**config.mk**
```make
export PLATFORM = sky130hd
export DESIGN_NAME = midi_tx_queue
export DESIGN_NICKNAME = d
export VERILOG_FILES = /design/src/rtl/midi_tx_queue.sv
export SDC_FILE = /design/constraint.sdc
export NUM_CORES = 1
export LEC_CHECK = 0
export BUFFER_PORTS_ARGS = -buffer_cell sky130_fd_sc_hd__buf_4
export CORE_MARGIN = 10
export CORE_UTILIZATION = 65
export DETAILED_ROUTE_END_ITERATION = 8
export HOLD_SLACK_MARGIN = 0.06
export PLACE_DENSITY = 0.84
export SKIP_CTS_REPAIR_TIMING = 1
export SLEW_MARGIN = 20
export SYNTH_ARGS = -nofsm -noshare
export SYNTH_HDL_FRONTEND = slang
export SYNTH_SLANG_ARGS = --single-unit
```
**constraint.sdc**
```tcl
create_clock -name clk -period 5.1 [get_ports clk]
set_clock_uncertainty 0.05 [all_clocks]
set_input_delay 0 -clock clk [delete_from_list [all_inputs] [get_ports clk]]
set_output_delay 0 -clock clk [all_outputs]
set_load 0.05 [all_outputs]
```
**src/rtl/midi_tx_queue.sv**
```systemverilog
// midi_tx_queue: byte FIFO plus feeder FSM in front of uart_tx on a MIDI OUT port.
// The router pushes bytes at full clock rate. This block queues them and hands them one
// at a time to uart_tx over the tx_strobe/tx_data/tx_busy handshake. uart_tx samples only
// on clk_en, so each strobe is held until busy is seen or the byte is abandoned.
//
// Ports
//   clk, rst_n        system clock, asynchronous active-low reset
//   clk_en            the enable that also drives uart_tx; paces the give-up timer
//   wr_en, wr_data    push one byte
//   flush             drop every queued byte (an in-flight byte is unaffected)
//   full, empty       queue status derived from count (in-flight byte not counted)
//   count             queued bytes, 0..DEPTH
//   overflow          sticky flag: a push was dropped; cleared by flush
//   tx_strobe/tx_data request to uart_tx; tx_data is stable while tx_strobe=1
//   tx_busy           uart_tx frame in progress
//   timeout           one-cycle pulse when a byte is abandoned
//
// state     | meaning
// IDLE      | no byte in flight; pops the head when uart_tx is free
// STROBE    | tx_strobe held, waiting for uart_tx to raise busy
// WAIT_DONE | frame in progress, waiting for busy to fall
module midi_tx_queue #(
  parameter int DEPTH   = 16,
  parameter int AW      = 4,
  parameter int TIMEOUT = 255
) (
  input  logic        clk,
  input  logic        rst_n,
  input  logic        clk_en,
  input  logic        wr_en,
  input  logic [7:0]  wr_data,
  input  logic        flush,
  output logic        full,
  output logic        empty,
  output logic [AW:0] count,
  output logic        overflow,
  output logic        tx_strobe,
  output logic [7:0]  tx_data,
  input  logic        tx_busy,
  output logic        timeout
);

  typedef enum logic [1:0] {IDLE, STROBE, WAIT_DONE} state_t;

  localparam logic [AW:0] FULL_CNT  = (AW+1)'(DEPTH);
  localparam logic [AW:0] CNT_ONE   = (AW+1)'(1);
  localparam logic [7:0]  TCNT_INIT = 8'(TIMEOUT);

  state_t        state_q, state_d;
  logic [7:0]    mem_q [DEPTH];
  logic [AW-1:0] rd_ptr_q, rd_ptr_d, wr_ptr_q, wr_ptr_d;
  logic [AW:0]   count_q, count_d;
  logic          overflow_q, overflow_d;
  logic          tx_strobe_q, tx_strobe_d;
  logic [7:0]    tx_data_q, tx_data_d;
  logic          timeout_q, timeout_d;
  logic [7:0]    tcnt_q, tcnt_d;
  logic          pop, wr_ok, wr_drop;

  assign full      = (count_q == FULL_CNT);
  assign empty     = (count_q == '0);
  assign count     = count_q;
  assign overflow  = overflow_q;
  assign tx_strobe = tx_strobe_q;
  assign tx_data   = tx_data_q;
  assign timeout   = timeout_q;

  // A flush clears the head too, so no pop is taken in a flush cycle.
  // A push into a full queue still lands when the head leaves in the same cycle.
  always_comb begin
    pop     = (state_q == IDLE) && !empty && !tx_busy && !flush;
    wr_ok   = wr_en && !flush && (!full || pop);
    wr_drop = wr_en && !flush && full && !pop;

    wr_ptr_d   = wr_ptr_q + AW'(wr_ok);
    rd_ptr_d   = flush ? wr_ptr_q : (rd_ptr_q + AW'(pop));
    overflow_d = flush ? 1'b0 : (overflow_q | wr_drop);

    count_d = count_q;
    if (flush)              count_d = '0;
    else if (wr_ok && !pop) count_d = count_q + CNT_ONE;
    else if (pop && !wr_ok) count_d = count_q - CNT_ONE;
  end

  always_ff @(posedge clk) begin
    if (wr_ok) mem_q[wr_ptr_q] <= wr_data;
  end

  // State register and registered outputs.
  always_ff @(posedge clk or negedge rst_n) begin
    if (!rst_n) begin
      state_q     <= IDLE;
      rd_ptr_q    <= '0;
      wr_ptr_q    <= '0;
      count_q     <= '0;
      overflow_q  <= 1'b0;
      tx_strobe_q <= 1'b0;
      tx_data_q   <= 8'h00;
      timeout_q   <= 1'b0;
      tcnt_q      <= '0;
    end else begin
      state_q     <= state_d;
      rd_ptr_q    <= rd_ptr_d;
      wr_ptr_q    <= wr_ptr_d;
      count_q     <= count_d;
      overflow_q  <= overflow_d;
      tx_strobe_q <= tx_strobe_d;
      tx_data_q   <= tx_data_d;
      timeout_q   <= timeout_d;
      tcnt_q      <= tcnt_d;
    end
  end

  // Give-up timer counts clk_en ticks down from TIMEOUT; the byte is abandoned on the
  // tick that finds it at zero, i.e. TIMEOUT+1 ticks after the strobe went up.
  always_comb begin
    state_d = state_q;
    case (state_q)
      IDLE:      if (pop) state_d = STROBE;
      STROBE: begin
        if (tx_busy)                         state_d = WAIT_DONE;
        else if (clk_en && (tcnt_q == '0))   state_d = IDLE;
      end
      WAIT_DONE: if (!tx_busy) state_d = IDLE;
      default:   state_d = IDLE;
    endcase
  end

  always_comb begin
    tx_strobe_d = tx_strobe_q;
    tx_data_d   = tx_data_q;
    timeout_d   = 1'b0;
    tcnt_d      = tcnt_q;
    case (state_q)
      IDLE: begin
        if (pop) begin
          tx_data_d   = mem_q[rd_ptr_q];
          tx_strobe_d = 1'b1;
          tcnt_d      = TCNT_INIT;
        end
      end
      STROBE: begin
        if (tx_busy) begin
          tx_strobe_d = 1'b0;
        end else if (clk_en) begin
          if (tcnt_q == '0) begin
            tx_strobe_d = 1'b0;
            timeout_d   = 1'b1;
          end else begin
            tcnt_d = tcnt_q - 8'd1;
          end
        end
      end
      default: ;
    endcase
  end

endmodule

```
==> flow_summary.yaml <==
outcome:
  outcome: "finished, final reports clean"
detailed_routing:
  vias: 3695
  met3_wirelength_um: 1120
  wl_per_cell_um: 24.3
  drtAntennaViolNets: 0
  drt-pass1-iter-count: 5
  route.final.wire_length_um: 14100
  top_layer: "met4"
  detail_route.iter0.violations: 381
  drt-vias-per-instance: 6.35
  route.met2.wl_um: 7310
  m1_wire_length_um: 5400
  total_drc_errors_in_the_routed_layout: 0
floorplan:
  design.die.area_sq_mm: 0.0146
  fp.dieW_um: 121
  std_cell_rows: 36
  initial_utilization_pct: 67.1
  core_area_sq_mm: 0.00986
  ios: 32
  die_outline_height_um: 121
synth:
  gate_count_post_synth: 382
  syn_nets: 406
  synth_top_area_cell: "sky130_fd_sc_hd__edfxtp_1"
  ys_warn_count: 0
  multiplexer_fraction_of_the_synthesized_cell_area_pct: 13.6
  synthesis.area_per_instance_sq_um: 17.3
  ys_seq_elements: 162
  synthXorXnorAreaFrac_pct: 0.794
  synth_async_sr_flop_share_pct: 21.0
  netlist_top_cells_area: "sky130_fd_sc_hd__edfxtp_1 58%, sky130_fd_sc_hd__dfrtp_1 13%, sky130_fd_sc_hd__mux4_2 11%"
  synth_simple_gate_area_share_pct: 6.93
  number_of_flops_mapped_to_enable_cells_by_yosys: 128
  synthDistinctLibCells: 43
  synth_area_sq_mm: 0.00662
  synth-compound-area-share_pct: 4.31
  synth_top_family_by_area: "multiplexers"
  ys_dominant_reg_cell: "sky130_fd_sc_hd__edfxtp_1"
  adder_cell_area_share_of_the_yosys_netlist_pct: 2.00
  synth_sequential_area_ratio_pct: 70.9
  post_synth_top_area_share_pct: 58.0
placement:
  numPortBuffers: 31
  final_hpwl_from_detailed_placement_um: 8130
  numPlacedInstances: 532
  place.gp.congestion: 0.771
  dpl_cell_area_sq_mm: 0.00698
finish:
  fillCellCount: 471
  layout.cells.most_common: "sky130_fd_sc_hd__edfxtp_1"
  area_grow_syn2layout_pct: 17.5
  commonest_cells_after_routing_fill_and_taps_aside: "128 x sky130_fd_sc_hd__edfxtp_1, 34 x sky130_fd_sc_hd__buf_4, 33 x sky130_fd_sc_hd__mux4_2, 33 x sky130_fd_sc_hd__dfrtp_1, 31 x sky130_fd_sc_hd__nor2_1"
  fin_area_sq_mm: 0.00778
  design.final.nets: 460
  antenna_cells: 0
  final_cell_count_no_fill: 582
  drive_above_1_share_pct: 25.4
timing:
  max-slew-margin-rel_pct: 35.2
  grt_setup_unrepaired: "no"
  timing.final.max_slew_violations: 0
  worst-slew-pin-transition_ns: 0.968
  final_hold_viol_count: 0
  hold_worst_slack_ns: 0.271
  maxClockFrequency_mhz: 304
  setup_viol: 0
  setup-tns-final_ns: 0
  fin_crit_share_pct: 64.5
  finalCriticalPeriod_ns: 3.29
critical_path:
  critPathKind: "reg2reg"
  crit_start: "state_q[0]$_DFFE_PN0P_"
  critPathArrivalTime_ns: 3.65
  critical_path.endpoint_type: "flop"
  crit-reg2reg-launch: "state_q[0]$_DFFE_PN0P_"
  crit-reg2reg-capture: "count[4]$_DFFE_PN0P_"
  cp.required_ns: 5.46
  reg2reg_setup_slack_ns: 1.81
  worst_setup_path_start_kind: "flop"
  reg2reg_depth: 9
  critical_path.max_fanout: 6
clock_tree:
  ctsRootBufferMaster: "sky130_fd_sc_hd__clkbuf_8"
  clock_tree.htree_level_count: 4
  clock_latency_ns: 0.54
  max-clock-path-buffers: 2
  clkSlewWorstSetupHoldPaths_ns: 0.07
  clkSinkCount: 162
  cts_tree: "built"
  cts_buffers: 17
pwr:
  finalPower_mw: 4.32
  powerDensity_mw_per_mm2: 555
  power_leakage_nw: 2.76
  ir_worst_vdd_mv: 0.388
global_routing:
  number_of_global_route_vias_before_repair: 3682
  grt_first_pass_wirelength_um: 21100
  gr_util_all_layers_pct: 19.4
  grt_antenna_before_repair: 0
  grt_max_degree: 35
  grt.overflow.total: 0
hold_path:
  worstHoldStart: "wr_data[6]"
  worstHoldEndpoint: "mem_q[12][6]$_DFFE_PP_"
  min_delay_path_depth: 2
  hold_wc_path_type: "in2reg"
run:
  maxCapViolCount: 0
==> Yosys cell counts (2+ instances only) <==
| cell | count |
|---|---|
| sky130_fd_sc_hd__xor2_1 | 2 |
| sky130_fd_sc_hd__or4_4 | 2 |
| sky130_fd_sc_hd__mux2i_1 | 9 |
| sky130_fd_sc_hd__o21ai_0 | 14 |
| sky130_fd_sc_hd__buf_2 | 2 |
| sky130_fd_sc_hd__nor2_1 | 31 |
| sky130_fd_sc_hd__nor2b_1 | 3 |
| sky130_fd_sc_hd__or3b_1 | 2 |
| sky130_fd_sc_hd__nor4_1 | 2 |
| sky130_fd_sc_hd__and2_1 | 2 |
| sky130_fd_sc_hd__or3_1 | 2 |
| sky130_fd_sc_hd__dfrtp_1 | 34 |
| sky130_fd_sc_hd__clkbuf_1 | 12 |
| sky130_fd_sc_hd__xnor2_1 | 4 |
| sky130_fd_sc_hd__ha_1 | 9 |
| sky130_fd_sc_hd__a31oi_1 | 2 |
| sky130_fd_sc_hd__a221oi_1 | 7 |
| sky130_fd_sc_hd__nand2_1 | 18 |
| sky130_fd_sc_hd__and3_1 | 3 |
| sky130_fd_sc_hd__mux2_2 | 6 |
| sky130_fd_sc_hd__or4_1 | 2 |
| sky130_fd_sc_hd__a21oi_1 | 8 |
| sky130_fd_sc_hd__mux4_2 | 33 |
| sky130_fd_sc_hd__edfxtp_1 | 128 |
| sky130_fd_sc_hd__nand3_1 | 6 |
| sky130_fd_sc_hd__o31ai_1 | 2 |
| sky130_fd_sc_hd__nand3b_1 | 3 |
| sky130_fd_sc_hd__nor3_1 | 9 |
| sky130_fd_sc_hd__buf_1 | 2 |
| sky130_fd_sc_hd__nand2b_1 | 5 |
| sky130_fd_sc_hd__inv_1 | 6 |
==> through the flow <==
| step | util, % | setup WS (ns) |
|---|---|---|
| 2_1_floorplan | - | 2.19 |
| 3_3_place_gp | 70.7 | 1.95 |
| 3_5_place_dp | 70.7 | 1.83 |
| 4_1_cts | 76.9 | 1.79 |
| 5_1_grt | 78.9 | 1.57 |
| 6_report | 78.9 | 1.81 |
==> state kept, by name, summed over array words and instances (netlist names), 2 cells and up <==
| signal | flops |
|---|---|
| rd_ptr_q | 4 |
| wr_ptr_q | 4 |
| tcnt_q | 8 |
| count | 5 |
| state_q | 2 |
| tx_data | 8 |
| mem_q | 128 |
==> per-layer routing <==
metal,vias to the layer above,GRT usage [%]
met5,-,0
met4,0,8.60
met3,28,5.86
met2,193,30.0
met1,1864,25.1
li1,1610,-
==> cell families (layout without fill, tap and decap cells) <==
logic type	count (synthesis)	in the layout
buf+inv	23	90
xor+xnor	6	6
flops	162	162
fa+ha+maj	10	10
simple gates	92	92
compound gates	41	41
mux	48	48
==> where the power goes <==
part	total, mW	switching, mW	internal [mW]
sequential	1.82	0.238	1.58
clock	1.29	0.502	0.792
combinational	1.21	0.670	0.536
==> layout make-up <==
| class | instances | area (sq um) | share of cell area, % |
|---|---|---|---|
| clock buffers | 18 | 418 | 5.37 |
| well taps | 133 | 166 | 2.14 |
| multi-input cells | 197 | 1840 | 23.7 |
| repair buffers | 52 | 445 | 5.73 |
| flip-flops and latches | 162 | 4700 | 60.4 |
| inverters | 6 | 22.5 | 0.289 |
| clock inverters | 14 | 189 | 2.43 |
==> critical path, stage by stage, from the launching register on <==
cell                       delay, ns
sky130_fd_sc_hd__dfrtp_1        0.42
sky130_fd_sc_hd__or4_4          0.60
sky130_fd_sc_hd__a311oi_2       0.51
sky130_fd_sc_hd__nand2_1        0.30
sky130_fd_sc_hd__fa_1           0.47
sky130_fd_sc_hd__a21o_1         0.19
sky130_fd_sc_hd__a21oi_1        0.29
sky130_fd_sc_hd__nor3_1         0.08
sky130_fd_sc_hd__mux2i_1        0.15
sky130_fd_sc_hd__o211ai_1       0.11
==> worst max path at each step <==
stage,end,slack (ns),depth (start not counted)
3_3_place_gp,mem_q[0][5]$_DFFE_PP_,1.95,4
5_1_grt,count[4]$_DFFE_PN0P_,1.57,9
6_report,count[4]$_DFFE_PN0P_,1.81,9
4_1_cts,mem_q[0][2]$_DFFE_PP_,1.79,4
3_5_place_dp,mem_q[0][5]$_DFFE_PP_,1.83,4
2_1_floorplan,count[0]$_DFFE_PN0P_,2.19,5
Power figures use the tool's default switching activity.
